===== src/rtl/la_cmd_pkg.sv =====
`default_nettype none
// ============================================================================
// Module : la_cmd_pkg
// Brief  : Frame constants, opcodes, reply codes and FSM state type for the
//          logic-analyser host command front end.
// Rev    : 1.0  initial release
// ============================================================================
package la_cmd_pkg;

    localparam logic [7:0] c_hdr       = 8'hA5;

    localparam logic [7:0] c_op_chn    = 8'h01;
    localparam logic [7:0] c_op_mode   = 8'h02;
    localparam logic [7:0] c_op_freq   = 8'h03;
    localparam logic [7:0] c_op_pre    = 8'h04;
    localparam logic [7:0] c_op_arm    = 8'h10;
    localparam logic [7:0] c_op_stop   = 8'h11;
    localparam logic [7:0] c_op_status = 8'h20;

    localparam logic [7:0] c_ack       = 8'h06;
    localparam logic [7:0] c_nak       = 8'h15;

    localparam logic [7:0] c_mode_max  = 8'd4;

    typedef enum logic [2:0] {
        ST_IDLE  = 3'd0,
        ST_CMD   = 3'd1,
        ST_PAY0  = 3'd2,
        ST_PAY1  = 3'd3,
        ST_CSUM  = 3'd4,
        ST_EXEC  = 3'd5,
        ST_REPLY = 3'd6
    } cmd_state_t;

    function automatic logic op_known(input logic [7:0] op);
        case (op)
            c_op_chn, c_op_mode, c_op_freq, c_op_pre,
            c_op_arm, c_op_stop, c_op_status: op_known = 1'b1;
            default:                          op_known = 1'b0;
        endcase
    endfunction

    function automatic logic [1:0] op_pay_len(input logic [7:0] op);
        case (op)
            c_op_chn, c_op_mode, c_op_freq: op_pay_len = 2'd1;
            c_op_pre:                       op_pay_len = 2'd2;
            default:                        op_pay_len = 2'd0;
        endcase
    endfunction

endpackage
`default_nettype wire


===== src/rtl/la_byte_timer.sv =====
`default_nettype none
// ============================================================================
// Module : la_byte_timer
// Brief  : Inter-byte timeout counter; fires after TIMEOUT_CYC enabled cycles
//          with no clear.
// Rev    : 1.0  initial release
// ============================================================================
module la_byte_timer #(
    parameter int TIMEOUT_CYC = 500000
) (
    input  logic clk,
    input  logic rst_n,
    input  logic i_clr,
    input  logic i_en,
    output logic o_timeout
);

    localparam int CW = (TIMEOUT_CYC > 1) ? $clog2(TIMEOUT_CYC) : 1;
    localparam logic [CW-1:0] c_last = CW'(TIMEOUT_CYC - 1);

    logic [CW-1:0] r_cnt;

    always_ff @(posedge clk) begin
        if (!rst_n) begin
            r_cnt <= '0;
        end else if (i_clr || !i_en) begin
            r_cnt <= '0;
        end else if (r_cnt != c_last) begin
            r_cnt <= r_cnt + CW'(1);
        end
    end

    // A byte arriving in the last cycle still rescues the frame.
    assign o_timeout = i_en && !i_clr && (r_cnt == c_last);

endmodule
`default_nettype wire


===== src/rtl/la_cmd_regs.sv =====
`default_nettype none
// ============================================================================
// Module : la_cmd_regs
// Brief  : Parses framed host commands from the UART byte stream, holds the
//          capture parameters and arm state, returns one reply per frame.
// Rev    : 1.0  initial release
// ============================================================================
module la_cmd_regs
    import la_cmd_pkg::*;
#(
    parameter int DEPTH       = 1024,
    parameter int PRE_DEFAULT = 512,
    parameter int TIMEOUT_CYC = 500000
) (
    input  logic       sys_clk,
    input  logic       sys_rst_n,
    input  logic [7:0] rx_data,
    input  logic       rx_valid,
    output logic [7:0] tx_data,
    output logic       tx_valid,
    input  logic       tx_ready,
    input  logic       finished,
    output logic       trigger_en,
    output logic [2:0] chn_sel,
    output logic [2:0] mode_sel,
    output logic [3:0] freq_sel,
    output logic [9:0] pre_num
);

    localparam logic [16:0] c_depth       = 17'(DEPTH);
    localparam logic [9:0]  c_pre_default = 10'(PRE_DEFAULT);

    cmd_state_t  r_state;
    cmd_state_t  w_state_nxt;

    logic [7:0]  r_op;
    logic [7:0]  r_pay0;
    logic [7:0]  r_pay1;
    logic [7:0]  r_xor;
    logic        r_nak;
    logic [7:0]  r_tx_data;
    logic        r_tx_valid;
    logic        r_trigger_en;
    logic        r_done;
    logic [2:0]  r_chn_sel;
    logic [2:0]  r_mode_sel;
    logic [3:0]  r_freq_sel;
    logic [9:0]  r_pre_num;
    logic        r_fin_d;
    logic        r_fin_rise;

    logic        w_timer_en;
    logic        w_timeout;
    logic        w_ack;
    logic        w_exec_ack;
    logic [7:0]  w_reply;
    logic [15:0] w_pre_val;

    assign w_timer_en = (r_state == ST_CMD) || (r_state == ST_PAY0) ||
                        (r_state == ST_PAY1) || (r_state == ST_CSUM);
    assign w_pre_val  = {r_pay0, r_pay1};
    assign w_exec_ack = (r_state == ST_EXEC) && w_ack;

    la_byte_timer #(
        .TIMEOUT_CYC (TIMEOUT_CYC)
    ) u_byte_timer (
        .clk       (sys_clk),
        .rst_n     (sys_rst_n),
        .i_clr     (rx_valid),
        .i_en      (w_timer_en),
        .o_timeout (w_timeout)
    );

    always_ff @(posedge sys_clk) begin
        if (!sys_rst_n) begin
            r_state <= ST_IDLE;
        end else begin
            r_state <= w_state_nxt;
        end
    end

    always_comb begin
        w_state_nxt = r_state;
        case (r_state)
            ST_IDLE: begin
                if (rx_valid && (rx_data == c_hdr)) w_state_nxt = ST_CMD;
            end
            ST_CMD: begin
                if (w_timeout) begin
                    w_state_nxt = ST_IDLE;
                end else if (rx_valid) begin
                    if (!op_known(rx_data))             w_state_nxt = ST_EXEC;
                    else if (op_pay_len(rx_data) == 2'd0) w_state_nxt = ST_CSUM;
                    else                                w_state_nxt = ST_PAY0;
                end
            end
            ST_PAY0: begin
                if (w_timeout)                        w_state_nxt = ST_IDLE;
                else if (rx_valid && r_op == c_op_pre) w_state_nxt = ST_PAY1;
                else if (rx_valid)                    w_state_nxt = ST_CSUM;
            end
            ST_PAY1: begin
                if (w_timeout)     w_state_nxt = ST_IDLE;
                else if (rx_valid) w_state_nxt = ST_CSUM;
            end
            ST_CSUM: begin
                if (w_timeout)     w_state_nxt = ST_IDLE;
                else if (rx_valid) w_state_nxt = ST_EXEC;
            end
            ST_EXEC: begin
                w_state_nxt = ST_REPLY;
            end
            ST_REPLY: begin
                if (tx_ready) w_state_nxt = ST_IDLE;
            end
            default: begin
                w_state_nxt = ST_IDLE;
            end
        endcase
    end

    // Parameter writes are refused while armed so a running capture keeps its setup.
    always_comb begin
        w_ack   = 1'b0;
        w_reply = c_nak;
        if (!r_nak) begin
            case (r_op)
                c_op_chn, c_op_freq: w_ack = !r_trigger_en;
                c_op_mode:           w_ack = !r_trigger_en && (r_pay0 <= c_mode_max);
                c_op_pre:            w_ack = !r_trigger_en && ({1'b0, w_pre_val} < c_depth);
                c_op_arm, c_op_stop,
                c_op_status:         w_ack = 1'b1;
                default:             w_ack = 1'b0;
            endcase
        end
        if (w_ack) begin
            w_reply = (r_op == c_op_status) ? {r_trigger_en, r_done, 6'b0} : c_ack;
        end
    end

    always_ff @(posedge sys_clk) begin
        if (!sys_rst_n) begin
            r_op         <= '0;
            r_pay0       <= '0;
            r_pay1       <= '0;
            r_xor        <= '0;
            r_nak        <= 1'b0;
            r_tx_data    <= '0;
            r_tx_valid   <= 1'b0;
            r_trigger_en <= 1'b0;
            r_done       <= 1'b0;
            r_chn_sel    <= '0;
            r_mode_sel   <= '0;
            r_freq_sel   <= '0;
            r_pre_num    <= c_pre_default;
            r_fin_d      <= 1'b0;
            r_fin_rise   <= 1'b0;
        end else begin
            r_fin_d    <= finished;
            r_fin_rise <= finished & ~r_fin_d;

            if (rx_valid) begin
                case (r_state)
                    ST_CMD: begin
                        r_op  <= rx_data;
                        r_xor <= rx_data;
                        r_nak <= !op_known(rx_data);
                    end
                    ST_PAY0: begin
                        r_pay0 <= rx_data;
                        r_xor  <= r_xor ^ rx_data;
                    end
                    ST_PAY1: begin
                        r_pay1 <= rx_data;
                        r_xor  <= r_xor ^ rx_data;
                    end
                    ST_CSUM: begin
                        if (rx_data != r_xor) r_nak <= 1'b1;
                    end
                    default: begin
                    end
                endcase
            end

            if (r_state == ST_EXEC) begin
                r_tx_data  <= w_reply;
                r_tx_valid <= 1'b1;
            end else if ((r_state == ST_REPLY) && tx_ready) begin
                r_tx_valid <= 1'b0;
            end

            if (w_exec_ack) begin
                case (r_op)
                    c_op_chn:  r_chn_sel  <= r_pay0[2:0];
                    c_op_mode: r_mode_sel <= r_pay0[2:0];
                    c_op_freq: r_freq_sel <= r_pay0[3:0];
                    c_op_pre:  r_pre_num  <= w_pre_val[9:0];
                    default: begin
                    end
                endcase
            end

            // ARM takes priority over a coincident capture-complete edge.
            if (w_exec_ack && (r_op == c_op_arm)) begin
                r_trigger_en <= 1'b1;
                r_done       <= 1'b0;
            end else begin
                if (w_exec_ack && (r_op == c_op_stop)) r_trigger_en <= 1'b0;
                if (r_fin_rise && r_trigger_en) begin
                    r_trigger_en <= 1'b0;
                    r_done       <= 1'b1;
                end
            end
        end
    end

    assign tx_data    = r_tx_data;
    assign tx_valid   = r_tx_valid;
    assign trigger_en = r_trigger_en;
    assign chn_sel    = r_chn_sel;
    assign mode_sel   = r_mode_sel;
    assign freq_sel   = r_freq_sel;
    assign pre_num    = r_pre_num;

endmodule
`default_nettype wire

===== config.mk =====
export PLATFORM = sky130hd
export DESIGN_NAME = la_cmd_regs
export DESIGN_NICKNAME = d
export VERILOG_FILES = /design/src/rtl/la_cmd_pkg.sv /design/src/rtl/la_byte_timer.sv /design/src/rtl/la_cmd_regs.sv
export SDC_FILE = /design/constraint.sdc
export NUM_CORES = 1
export LEC_CHECK = 0
export ABC_AREA = 1
export CAP_MARGIN = 15
export CORE_MARGIN = 5
export CORE_UTILIZATION = 45
export CTS_BUF_LIST = sky130_fd_sc_hd__clkbuf_8
export CTS_CLUSTER_SIZE = 16
export DETAILED_ROUTE_END_ITERATION = 8
export HOLD_SLACK_MARGIN = 0.05
export PLACE_DENSITY = 0.66
export SYNTH_ARGS = -nofsm -noshare
export SYNTH_HDL_FRONTEND = slang
export SYNTH_SLANG_ARGS = --single-unit

===== constraint.sdc =====
create_clock -name sys_clk -period 2.65 [get_ports sys_clk]
set_clock_uncertainty 0.2 [all_clocks]
set_input_delay 0.53 -clock sys_clk [delete_from_list [all_inputs] [get_ports sys_clk]]
set_output_delay 0.53 -clock sys_clk [all_outputs]
set_load 0.01 [all_outputs]

==> run_results.csv, run 1 <==
group,metric,value,unit
yosys,ys_warn_count,0,
cells_and_area,fin_cells,756,
route,dr.pass1.iters,4,
die,initial_utilization,0.4588,
placement,routabilityCongestion,0.8734,
yosys,ys_ff_latch,85,
worst_setup_path,rr_startpoint,"u_byte_timer.r_cnt[0]$_SDFFE_PP0P_",
clocking,numCtsBuffers,9,
die,ios,43,
cells_and_area,final-seq-area,1702,sq um
clocking,post_cts_buffers,0,
worst_setup_path,r2r_end,"u_byte_timer.r_cnt[16]$_SDFFE_PP0P_",
worst_setup_path,crit_end,"u_byte_timer.r_cnt[16]$_SDFFE_PP0P_",
route,routed-via-count,3852,
clocking,path_clk_slew,0.08,ns
power,finalPower,2.248,mW
die,die_area,11410,sq um
cells_and_area,final_cell_mix,"nand2_1, dfxtp_1, nor2_1, inv_1, a21oi_1",
clocking,root_buffer,"clkbuf_8",
clocking,cts.sinks,85,
route,drt-total-wl,9770,um
worst_setup_path,cp_max_fo,4,
timing,finalCritPeriodShare,0.7972,
timing,fin_tns_setup,0,ns
worst_setup_path,startpoint,"u_byte_timer.r_cnt[0]$_SDFFE_PP0P_",
route,wl_per_cell,12.92,um
worst_setup_path,regToRegSetupSlack,0.54,ns
clocking,tritoncts,"yes",
yosys,seq_area_frac_synth,0.4033,
yosys,syn-instance-count,600,
cells_and_area,syn_to_final_growth,16.10,%
clocking,cts_resized,0,
timing,setup_violations,0,
yosys,synth_async_sr_flop_share,0,
cells_and_area,fill_cells,910,
route,ant_nets,0,
run,max_cap_viol_count,0,
timing,period_minus_slack,2.113,ns
clocking,clk_latency,0.35,ns
timing,finalHoldViolCount,0,
power,leakagePower,2.018,nW
cells_and_area,diodes,0,
route,via_per_inst,5.095,
cells_and_area,layout_commonest_cell,"nand2_1",
placement,place_ws,0.2371,ns
die,core.rowCount,35,
worst_setup_path,critPathLaunchType,"flip-flop",
timing,max_freq,473.4,MHz
placement,hpwl,7341,um
worst_setup_path,ff2ff_path_depth,11,
cells_and_area,multi_input_area,2092,sq um
worst_setup_path,worstPathRequired,2.69,ns
clocking,clockBufferDepth,2,
global_routing,grt_max_degree,41,
cells_and_area,fin_util,0.5327,
cells_and_area,drive_gt1_frac,0.09767,
yosys,synth_area,4219,sq um
timing,relSlewSlack,0.6019,
yosys,synth_edf_count,0,
power,peakVddDrop,0.2510,mV
timing,worstMarginPinSlew,0.5971,ns
yosys,ys.flop_type,"dfxtp_1",
global_routing,grt_pass1_vias,3641,
route,drcViolationCount,0,
die,die_w,106.8,um
timing,setup_slack,0.5374,ns
clocking,cts_hold_buf,0,
run_status,run_status,"finished clean",
route,drt_iter0_drc,177,
worst_setup_path,path_class,"reg2reg",
placement,dp_cells,741,
global_routing,antenna_found_initial,0,
cells_and_area,finalNetCount,655,
die,dieHeight,106.8,um
timing,drv_slew,0,
worst_hold_path,hold_path.class,"reg2reg",
global_routing,grtUsageTotal,0.1773,
worst_setup_path,worstPathArrival,2.15,ns
global_routing,grt_overflow_total,0,
placement,portBuffers,40,
clocking,cts_htree_levels,3,
power,pwr_density_cell,459.0,nW/um^2
worst_setup_path,worst_setup_path_end_kind,"flip-flop",
global_routing,grt_first_pass_wirelength,16440,um
die,core-area,9196,sq um
timing,rsz0062_at_grt,"no",
yosys,syn_avg_cell_area,7.032,sq um
yosys,synthDistinctLibCells,41,
[worst min path at each step]
stage                                  endpoint                from  cells past startpoint
after floorplan           r_fin_rise$_SDFF_PN0_  r_fin_d$_SDFF_PN0_                      1
after global placement    r_fin_rise$_SDFF_PN0_  r_fin_d$_SDFF_PN0_                      1
after detailed placement  r_fin_rise$_SDFF_PN0_  r_fin_d$_SDFF_PN0_                      1
after CTS                 r_fin_rise$_SDFF_PN0_  r_fin_d$_SDFF_PN0_                      1
after global routing      r_fin_rise$_SDFF_PN0_  r_fin_d$_SDFF_PN0_                      1
final                     r_fin_rise$_SDFF_PN0_  r_fin_d$_SDFF_PN0_                      1
[layer usage]
metal	part of all wire	GRT usage
met2	0.51	0.3251
met3	0.043	0.03853
met5	0	0
met4	0.022	0.07123
met1	0.42	0.1981
[synth_stat cells, types with 2 or more instances]
cell type	number	share of area
inv_1	69	0.061
nor3b_1	8	0.014
nor2_4	4	0.011
buf_2	6	0.0071
dfxtp_1	85	0.40
inv_2	9	0.0080
nand3_4	5	0.021
nand3b_1	3	0.0053
clkinv_1	2	0.0018
nor2_2	5	0.0074
a21oi_1	49	0.058
nand3_2	2	0.0047
nand4_1	12	0.018
nor4_1	6	0.0089
a211oi_1	2	0.0036
nand2_2	4	0.0059
xor2_1	9	0.019
nand2_1	124	0.11
o21ai_0	34	0.040
buf_4	5	0.0089
clkbuf_1	8	0.0071
nand3_1	36	0.043
or2_2	4	0.0059
nor3_1	21	0.025
nor2_1	70	0.062
or2_1	2	0.0030
o21ai_1	2	0.0024
[critical path: stages, from the launching register on]
cell,delay [ns]
dfxtp_1,0.38
ha_1,0.22
nand2_1,0.08
inv_2,0.07
nand2_2,0.07
inv_2,0.06
nand3_1,0.15
nor2_1,0.17
nand3_1,0.17
nor3_2,0.23
or2_2,0.15
a21oi_1,0.06
[cells by family (layout without fill, tap and decap cells)]
family	after synthesis	count (layout)	share of synthesized area
compound gates	92	92	0.1148
xor+xnor	9	9	0.01868
fa+ha+maj	1	1	0.002965
buf+inv	101	145	0.1017
flops	85	85	0.4033
other cells	1	2	0.0008888
simple gates	311	311	0.3576
[per-stage QoR]
stage | hold WS [ns] | cell area, sq um
2_1_floorplan | 0.1682 | 4223
3_3_place_gp | 0.1779 | 4708
3_5_place_dp | 0.1838 | 4708
4_1_cts | 0.1971 | 4898
5_1_grt | 0.2256 | 4898
6_report | 0.1912 | 4898
[final cells by class]
cell class                      count  area share
Multi-Input combinational cell    415      0.4271
Sequential cell                    85      0.3474
Timing Repair Buffer               50     0.09706
Inverter                           80     0.06130
Tap cell                          111     0.02835
Clock buffer                       10     0.02810
Clock inverter                      5     0.01073
[where the power goes]
| part | total (mW) | leakage [nW] | internal [mW] | switching [mW] |
|---|---|---|---|---|
| Clock | 0.889 | 0.103 | 0.451 | 0.438 |
| Combinational | 0.0802 | 1.23 | 0.0289 | 0.0513 |
| Sequential | 1.28 | 0.685 | 1.28 | 0.000956 |
[flip-flops by register name, indices dropped and copies added (netlist names)]
signal / cells
chn_sel: 3
freq_sel: 4
mode_sel: 3
pre_num: 10
r_done: 1
r_fin_d: 1
r_fin_rise: 1
r_nak: 1
r_op: 8
r_pay0: 8
r_pay1: 8
r_state: 3
r_xor: 8
trigger_en: 1
tx_data: 5
tx_valid: 1
u_byte_timer.r_cnt: 19
No activity file was read; power rests on OpenSTA's default activity.
==> run 2, diff against run 1 <==
--- a/config.mk
+++ b/config.mk
@@ -13,7 +13,7 @@
 export CTS_CLUSTER_SIZE = 16
 export DETAILED_ROUTE_END_ITERATION = 8
 export HOLD_SLACK_MARGIN = 0.05
-export PLACE_DENSITY = 0.66
+export PLACE_DENSITY = 0.68
 export SYNTH_ARGS = -nofsm -noshare
 export SYNTH_HDL_FRONTEND = slang
 export SYNTH_SLANG_ARGS = --single-unit
==> constraint.sdc (replaced) <==
create_clock -name sys_clk -period 1.81 [get_ports sys_clk]
set_clock_uncertainty 0.2 [all_clocks]
set_input_delay 0.362 -clock sys_clk [delete_from_list [all_inputs] [get_ports sys_clk]]
set_output_delay 0.362 -clock sys_clk [all_outputs]
set_load 0.01 [all_outputs]
==> run_results.csv, run 2 (synthesis gave the netlist of run 1 again) <==
group,metric,value,unit
run_status,run_status,"finished with violations",
run_status,failed_checks,"setup timing",
cells_and_area,finalNetCount,726,
global_routing,grt_max_degree,41,
global_routing,grt_use_met3,0.04275,
route,routed-via-count,4229,
route,drt_iter0_drc,198,
timing,setup_violations,14,
clocking,clockBufferDepth,2,
timing,setup_slack,-0.05487,ns
worst_setup_path,crit_end,"u_byte_timer.r_cnt[18]$_SDFFE_PP0P_",
worst_setup_path,worstPathRequired,1.91,ns
route,ant_nets,0,
power,leakagePower,2.657,nW
clocking,cts.sinks,85,
run,max_cap_viol_count,0,
placement,place_area,5136,sq um
route,drt-total-wl,11130,um
global_routing,grt_first_pass_wirelength,18390,um
route,wl_per_cell,13.44,um
cells_and_area,largest_reg_flops,19,
global_routing,grtUsageMet2,0.3597,
timing,relSlewSlack,0.6505,
worst_setup_path,ff2ff_path_depth,8,
worst_setup_path,path_class,"reg2reg",
cells_and_area,drive_gt1_frac,0.2580,
power,peakVddDrop,0.3792,mV
worst_setup_path,worstPathArrival,1.96,ns
cells_and_area,fill_cells,821,
die,initial_utilization,0.4588,
global_routing,gr-usage-met1,0.2355,
clocking,root_buffer,"clkbuf_8",
global_routing,grt_pass1_vias,4020,
clocking,clk_latency,0.36,ns
worst_hold_path,hold_path.class,"reg2reg",
power,finalPower,3.251,mW
placement,place_ws,-0.3225,ns
placement,portBuffers,40,
worst_setup_path,regToRegSetupSlack,-0.05,ns
worst_setup_path,cp_max_fo,6,
route,via_per_inst,5.107,
route,drcViolationCount,0,
timing,period_minus_slack,1.865,ns
power,pwr_density_cell,568.3,nW/um^2
cells_and_area,diodes,0,
worst_setup_path,critPathLaunchType,"flip-flop",
timing,fin_tns_setup,-0.2229,ns
clocking,cts_hold_buf,0,
worst_setup_path,worst_setup_path_end_kind,"flip-flop",
timing,max_freq,536.2,MHz
cells_and_area,syn_to_final_growth,35.59,%
cells_and_area,regMostFlops,"u_byte_timer.r_cnt",
die,dieHeight,106.8,um
global_routing,grtUsageTotal,0.1977,
die,core-area,9196,sq um
timing,worstMarginPinSlew,0.5195,ns
global_routing,grt_overflow_total,0,
global_routing,busiest_layer,"met2",
clocking,path_clk_slew,0.09,ns
worst_setup_path,r2r_end,"u_byte_timer.r_cnt[18]$_SDFFE_PP0P_",
clocking,tritoncts,"yes",
worst_setup_path,startpoint,"u_byte_timer.r_cnt[8]$_SDFFE_PP0P_",
timing,finalCritPeriodShare,1.030,
timing,rsz0062_at_grt,"yes",
die,die_w,106.8,um
die,core.rowCount,35,
die,ios,43,
global_routing,antenna_found_initial,0,
cells_and_area,layout_commonest_cell,"nand2_1",
timing,drv_slew,0,
clocking,cts_htree_levels,3,
cells_and_area,fin_util,0.6220,
route,dr.pass1.iters,5,
placement,routabilityCongestion,0.9518,
worst_setup_path,rr_startpoint,"u_byte_timer.r_cnt[8]$_SDFFE_PP0P_",
cells_and_area,final_cell_mix,"nand2_1, buf_4, inv_1, dfxtp_1, nor2_1",
placement,hpwl,7807,um
die,die_area,11410,sq um
cells_and_area,stdcell_area,5720,sq um
timing,finalHoldViolCount,0,
clocking,numCtsBuffers,9,
## run 2: repair_timing
item | CTS | global route
resized for setup | 54 | 53
pin swaps | 18 | 32
setup buffers | 7 | 9
endpoints found under the setup margin | 53 | 52
gates cloned | 3 | 0
endpoints found under the hold margin | 0 | 0
## run 2: routing by layer
metal,vias up,routed length [um]
met5,-,0
met4,0,208
met3,23,454
met2,91,5703
met1,1957,4762
li1,2158,-
## run 2: cell type report
class                           count  area (sq um)  share of cell area
Multi-Input combinational cell    418          2354              0.4114
Sequential cell                    85          1725              0.3016
Timing Repair Buffer              118          1018              0.1780
Inverter                           80         307.8             0.05381
Tap cell                          111         138.9             0.02428
Clock buffer                       10         137.6             0.02406
Clock inverter                      6         38.79            0.006780
## run 2: worst min path at each step
stage                             startpoint                    end  slack (ns)  depth (start not counted)
after detailed placement  r_fin_d$_SDFF_PN0_  r_fin_rise$_SDFF_PN0_        0.18                          1
after global placement    r_fin_d$_SDFF_PN0_  r_fin_rise$_SDFF_PN0_        0.18                          1
after CTS                 r_fin_d$_SDFF_PN0_  r_fin_rise$_SDFF_PN0_        0.20                          1
final                     r_fin_d$_SDFF_PN0_  r_fin_rise$_SDFF_PN0_        0.19                          1
after global routing      r_fin_d$_SDFF_PN0_  r_fin_rise$_SDFF_PN0_        0.23                          1
after floorplan           r_fin_d$_SDFF_PN0_  r_fin_rise$_SDFF_PN0_        0.17                          1
## run 2: where the power goes
part	internal (mW)	leakage (nW)	total, mW	switching (mW)
logic	0.0681	1.86	0.151	0.0826
registers	1.87	0.693	1.87	0.00132
clock network	0.534	0.0992	1.23	0.697
## run 2: critical path, cell delays in order (launching register included)
cell	delay (ns)
dfxtp_2	0.39
nand2_1	0.13
nor3_1	0.26
inv_1	0.13
nor2_4	0.14
nand3_2	0.10
nor3_4	0.19
nand3b_1	0.13
a21oi_2	0.15
## run 2: per-stage QoR
step	hold WS [ns]	cells
3_3_place_gp	0.1767	793
6_report	0.1940	828
5_1_grt	0.2252	828
3_5_place_dp	0.1820	793
2_1_floorplan	0.1682	601
4_1_cts	0.1974	819
